$ cat config.mk
export PLATFORM = sky130hd
export DESIGN_NAME = video_timing_detect
export DESIGN_NICKNAME = d
export VERILOG_FILES = /design/src/rtl/video_timing_detect.sv
export SDC_FILE = /design/constraint.sdc
export NUM_CORES = 1
export LEC_CHECK = 0
export ABC_AREA = 1
export CORE_UTILIZATION = 57
export DETAILED_ROUTE_END_ITERATION = 7
export PLACE_DENSITY = 0.8
export SYNTH_ARGS = -nofsm -noshare
export SYNTH_HDL_FRONTEND = slang
export SYNTH_SLANG_ARGS = --single-unit
$ cat constraint.sdc
create_clock -name clk -period 2.7 [get_ports clk]
set_input_delay 0.675 -clock clk [delete_from_list [all_inputs] [get_ports clk]]
set_output_delay 0.675 -clock clk [all_outputs]
set_load 0.05 [all_outputs]
$ cat src/rtl/video_timing_detect.sv
// rtl/video_timing_detect.sv - video stream geometry monitor with raster check and lock
// Measures line/frame timing of a vsync/hsync/valid/data stream and locks once it matches the expected raster.
module video_timing_detect #(
  parameter int H_TOTAL     = 1650,
  parameter int H_DISP      = 1280,
  parameter int V_TOTAL     = 750,
  parameter int V_DISP      = 720,
  parameter int LOCK_FRAMES = 2,
  parameter int CNT_W       = 12
) (
  input  logic             clk,
  input  logic             rst,
  input  logic             img_vsync,
  input  logic             img_hsync,
  input  logic             img_valid,
  input  logic [7:0]       img_data,
  output logic             frame_done,
  output logic [CNT_W-1:0] meas_h_total,
  output logic [CNT_W-1:0] meas_h_active,
  output logic [CNT_W-1:0] meas_v_total,
  output logic [CNT_W-1:0] meas_v_active,
  output logic [31:0]      frame_sum,
  output logic             mismatch,
  output logic             locked,
  output logic [15:0]      err_cnt
);

  localparam logic [CNT_W-1:0] CNT_MAX = '1;
  localparam int GW = $clog2(LOCK_FRAMES + 1);

  typedef enum logic [1:0] {HUNT, CHECK, LOCKED} state_t;

  function automatic logic [CNT_W-1:0] sat_inc(input logic [CNT_W-1:0] v);
    return (v == CNT_MAX) ? v : v + CNT_W'(1);
  endfunction

  logic             vs_d1, vs_d2, hs_d1, hs_d2, valid_d1;
  logic [7:0]       data_d1;
  logic             hs_rise, vs_rise, h_sat, hunt_force, line_close;
  logic [CNT_W-1:0] h_cnt, line_len, pix_cnt, last_act, act_lines, line_cnt;
  logic [31:0]      sum, pix_val;
  logic             line_err, sat;
  logic [CNT_W-1:0] last_act_c, act_lines_c, line_cnt_c;
  logic             line_err_c, sat_c;
  logic             close_s1, close_s2, match_s2, snap_bad;
  logic [CNT_W-1:0] snap_h_total, snap_h_active, snap_v_total, snap_v_active;
  logic [31:0]      snap_sum;
  state_t           state, state_n;
  logic [GW-1:0]    good, good_n;
  logic [GW:0]      good_inc;
  logic [15:0]      err_n;

  assign hs_rise    = hs_d1 & ~hs_d2;
  assign vs_rise    = vs_d1 & ~vs_d2;
  assign h_sat      = (h_cnt == CNT_MAX);
  assign hunt_force = h_sat & ~hs_rise;
  assign line_close = hs_rise & (pix_cnt != '0);
  assign pix_val    = valid_d1 ? {24'd0, data_d1} : 32'd0;

  // Line-close results forwarded so a coincident vsync closes the frame with this line included.
  assign last_act_c  = line_close ? pix_cnt : last_act;
  assign act_lines_c = line_close ? sat_inc(act_lines) : act_lines;
  assign line_cnt_c  = hs_rise ? sat_inc(line_cnt) : line_cnt;
  assign line_err_c  = line_err | (line_close & (pix_cnt != CNT_W'(H_DISP)));
  assign sat_c       = sat | h_sat | (pix_cnt == CNT_MAX) | (line_cnt_c == CNT_MAX) |
                       (act_lines_c == CNT_MAX);

  always_ff @(posedge clk) begin
    if (rst) begin
      vs_d1 <= 1'b0; vs_d2 <= 1'b0; hs_d1 <= 1'b0; hs_d2 <= 1'b0;
      valid_d1 <= 1'b0; data_d1 <= 8'd0;
    end else begin
      vs_d1 <= img_vsync; vs_d2 <= vs_d1;
      hs_d1 <= img_hsync; hs_d2 <= hs_d1;
      valid_d1 <= img_valid; data_d1 <= img_data;
    end
  end

  always_ff @(posedge clk) begin
    if (rst) begin
      h_cnt <= '0; line_len <= '0; pix_cnt <= '0; last_act <= '0;
      act_lines <= '0; line_cnt <= '0; sum <= 32'd0; line_err <= 1'b0; sat <= 1'b0;
    end else begin
      h_cnt <= hs_rise ? CNT_W'(1) : sat_inc(h_cnt);
      if (hs_rise) line_len <= h_cnt;
      if (hs_rise) pix_cnt <= CNT_W'(valid_d1);
      else if (valid_d1) pix_cnt <= sat_inc(pix_cnt);
      if (vs_rise) begin
        last_act <= '0; act_lines <= '0; line_cnt <= '0;
        line_err <= 1'b0; sat <= 1'b0; sum <= pix_val;
      end else begin
        last_act <= last_act_c; act_lines <= act_lines_c; line_cnt <= line_cnt_c;
        line_err <= line_err_c; sat <= sat_c; sum <= sum + pix_val;
      end
    end
  end

  // Close pipeline: snapshot, evaluate match, publish.
  always_ff @(posedge clk) begin
    if (rst) begin
      close_s1 <= 1'b0; close_s2 <= 1'b0; match_s2 <= 1'b0; snap_bad <= 1'b0;
      snap_h_total <= '0; snap_h_active <= '0; snap_v_total <= '0; snap_v_active <= '0;
      snap_sum <= 32'd0;
    end else begin
      close_s1 <= vs_rise & (state != HUNT) & ~hunt_force;
      close_s2 <= close_s1 & ~hunt_force;
      if (vs_rise) begin
        snap_h_total  <= hs_rise ? h_cnt : line_len;
        snap_h_active <= last_act_c;
        snap_v_total  <= line_cnt_c;
        snap_v_active <= act_lines_c;
        snap_sum      <= sum;
        snap_bad      <= line_err_c | sat_c;
      end
      match_s2 <= (snap_h_total == CNT_W'(H_TOTAL)) && (snap_h_active == CNT_W'(H_DISP)) &&
                  (snap_v_total == CNT_W'(V_TOTAL)) && (snap_v_active == CNT_W'(V_DISP)) &&
                  !snap_bad;
    end
  end

  always_ff @(posedge clk) begin
    if (rst) begin
      state <= HUNT;
      good  <= '0;
    end else begin
      state <= state_n;
      good  <= good_n;
    end
  end

  always_comb begin
    state_n  = state;
    good_n   = good;
    err_n    = err_cnt;
    good_inc = {1'b0, good} + (GW+1)'(1);
    if (hunt_force) begin
      state_n = HUNT;
      good_n  = '0;
    end else begin
      case (state)
        HUNT: if (vs_rise) begin
          state_n = CHECK;
          good_n  = '0;
        end
        CHECK: if (close_s2) begin
          if (!match_s2) good_n = '0;
          else if (good_inc == (GW+1)'(LOCK_FRAMES)) begin
            state_n = LOCKED;
            good_n  = '0;
          end else good_n = good_inc[GW-1:0];
        end
        LOCKED: if (close_s2 && !match_s2) begin
          state_n = CHECK;
          good_n  = '0;
          if (err_cnt != 16'hFFFF) err_n = err_cnt + 16'd1;
        end
        default: state_n = HUNT;
      endcase
    end
  end

  always_ff @(posedge clk) begin
    if (rst) begin
      frame_done <= 1'b0; locked <= 1'b0; err_cnt <= 16'd0; mismatch <= 1'b0;
      meas_h_total <= '0; meas_h_active <= '0; meas_v_total <= '0; meas_v_active <= '0;
      frame_sum <= 32'd0;
    end else begin
      frame_done <= close_s2 & ~hunt_force;
      locked     <= (state_n == LOCKED);
      err_cnt    <= err_n;
      if (close_s2 && !hunt_force) begin
        meas_h_total  <= snap_h_total;
        meas_h_active <= snap_h_active;
        meas_v_total  <= snap_v_total;
        meas_v_active <= snap_v_active;
        frame_sum     <= snap_sum;
        mismatch      <= ~match_s2;
      end
    end
  end

endmodule
==> impl_results.md <==
* Drt wl/cell at 14.3 µm
* Port-buffer cells at 111
* Starting Density at 0.585
* Worst-path clk slew at 0.07 ns
* Max-cap violations at 0
* Mapped Avg Cell Area at 7.67 µm²
* Diode count at 0
* Final hold vios at 0
* Die Area at 22,300 µm²
* Clk sinks at 306
* GPL Wtd Cong at 0.904
* Initial antenna violation count at 0
* Post-CTS Setup Repair Bufs at 0
* Final #Nets at 1,740
* Hold Crit Class: reg2reg
* Most used DFF post-synth: dfxtp_1
* CTS tree: yes
* Critical path endpoint category: register
* Final critical-path required period at 2.51 ns
* Outcome: completed
* Cts hold-fix bufs at 0
* Largest area contributor in the netlist: dfxtp_1
* First-pass GRT wire length at 47,400 µm
* Required time of the critical path at 3.18 ns
* Ys async rst share at 0
* Synth top cells by count: dfxtp_1, nand2_1, inv_1
* Number of synthesized flops with an enable pin at 0
* Max-Slew Margin vs Limit at 0.630
* Crit-path slowest cell: fa_1
* H-tree Lvls at 1
* Initial DRC Count at 700
* Flops & latches, synth at 306
* Post-route setup TNS at 0 ns
* Root buffer cell: clkbuf_16
* CTS buffer count at 30
* DIE HEIGHT at 149 µm
* Max clock buf depth at 3
* Grt ovf at 0
* Skew final at 0.0121 ns
* Vias in the first global route at 9,962
* Die Width at 149 µm
* Synthesized instance count at 1,613
* Area grow syn2layout at 19.1%
* Top-count cell post-synth: dfxtp_1
* Drt first pass iters at 5
* Slew of the pin with the lowest slew margin at 0.554 ns
* Seq/Total Area, Yosys at 0.495
* Syn Std Cell Area at 12,400 µm²
* Lkg Pwr at 0.00568 µW
* PostCTS Resize Cnt at 0
* Unrepaired setup endpoints after global routing: false
* Vias after detailed routing at 11,015
* Fmax at 399 MHz
* Critical Path Most Common Cell: nand3_1
* Drt total wl at 28,800 µm
* Setup crit start kind: register
* CP cell instances: nand2_1, inv_1, ha_1, fa_1, nand3_1, nand3_1, a21oi_1, nor2_2, inv_2, nor2_4, nand3_1, o21ai_0, a21oi_1
* Core Box Area at 21,200 µm²
* Syn_nets at 1,641
* Cell Pwr Density at 634 nW/µm²
* Final setup viols at 0
* Row Count at 53
* Largest net degree at the start of global routing at 71
* Crit Path Category: reg2reg
* CP peak stage delay at 0.42 ns
* Netlist cell types at 43
* Share of cells above drive strength 1 at 0.0697
* Dominant cells by area after synthesis: dfxtp_1, nand2_1, inv_1
* Synth top area share at 0.495
* DRT antenna net count at 0
* Maximum vdd ir drop at 0.629 mV
* Ys Warns at 0
* GRT Util Overall at 0.260
* Arrival @ worst endpoint at 2.99 ns
* Worst skew pair latency at 0.56 ns
* Final Max Slew Viols at 0
* IO Count at 112
* Fin util at 0.696
* HPWL Detailed at 19,600 µm
* Top fanout value on the critical path at 5
* Period utilisation layout at 0.929
* Vias per cell at 5.48
* # DRC at 0
==> metal layers <==
| metal | routed length [µm] | global-route usage | up-vias |
|---|---|---|---|
| met5 | 0 | 0 | - |
| met2 | 13400 | 0.429 | 324 |
| met1 | 13100 | 0.354 | 5119 |
| met4 | 827 | 0.0878 | 0 |
| li1 | - | - | 5513 |
| met3 | 1480 | 0.0272 | 59 |
==> path summary, 6_finish.rpt <==
kind                               start        to  cells after the start  slack, ns
worst min register to register  close_s1  close_s2                      2       0.41
worst max register to register  valid_d1   sum[30]                     13       0.19
worst min-delay path            close_s1  close_s2                      2       0.41
worst max-delay path            valid_d1   sum[30]                     13       0.19
==> cell type report <==
cell class	count	area, µm²
clock inverters	12	138
flip-flops and latches	306	6130
repair buffers	132	1320
fillers	1694	6420
inverters	237	890
clock buffers	43	870
multi-input cells	1005	5050
well taps	275	344
==> metrics by stage <==
stage	worst slack, ns	hold slack, ns	area (µm²)	total power (µW)	cells
6_report	0.191	0.413	14700	9330	2010
5_1_grt	0.0117	0.435	14700	9640	2010
4_1_cts	0.184	0.413	14700	9390	2010
3_5_place_dp	0.297	0.408	13700	5250	1955
3_3_place_gp	0.390	0.397	13700	5240	1955
2_1_floorplan	0.456	0.394	12400	5090	1613
==> power by group <==
part | total [µW] | internal, µW | switching, µW
Clock | 4180 | 2440 | 1740
Sequential | 4660 | 4600 | 54.2
Combinational | 503 | 167 | 336
Total | 9330 | 7210 | 2130
==> cells in the final DEF, fill, tap and decap left out, types with 2 or more instances in the layout <==
cell type        synthesis  layout
or2_2                    3       3
nand3_1                 62      62
a21oi_1                157     157
xor2_1                  13      13
o22ai_1                 55      55
inv_1                  221     221
bufinv_16                0       2
a22o_1                   4       4
clkinv_2                 0       5
clkbuf_8                 0       7
nor2_1                 159     158
or2_1                    2       2
nand3_2                  6       6
clkinv_4                 0       2
clkbuf_1                36       6
nand2_1                238     238
o21ai_2                  2       2
nor2_4                   2       3
nand4_1                 25      25
o21ai_0                144     144
o21ai_1                 17      17
xnor2_1                  5       5
a31oi_1                  4       4
clkdlybuf4s50_1          0     111
clkbuf_16                0      30
buf_12                   0       4
nand2_2                  6       6
nor3_1                  33      33
buf_4                    0      17
nor3b_1                  2       2
a211oi_1                 4       4
nor4_1                  17      17
inv_2                   12      14
dfxtp_1                306     306
nand3b_1                 4       4
o22a_1                   6       6
clkinv_1                 4       2
nor2_2                  12      12
ha_1                    14      14
==> critical path, delay by kind of cell, from the launching register on <==
| family | cells | cell delay, ns |
|---|---|---|
| buffers and inverters | 2 | 0.17 |
| AND/OR/NAND/NOR | 6 | 0.60 |
| AO/OA/AOI/OAI | 3 | 0.68 |
| adder cells (fa/ha/maj) | 2 | 0.65 |
| flip-flops | 1 | 0.34 |
==> cells by family after synthesis <==
kind of cell               share of synthesized area
adders and majority gates                     0.0158
buffers and inverters                         0.0972
muxes                                       0.000809
xor gates and xnor gates                      0.0127
and+or+nand+nor                                0.206
AOI/OAI and AO/OA                              0.172
DFF                                            0.495
==> state kept, by name (all words and copies together), names as in the netlist, 16 cells and up <==
register and cells:
frame_sum 32, snap_sum 32, sum 32, err_cnt 16
(Power assumes the default switching activity.)
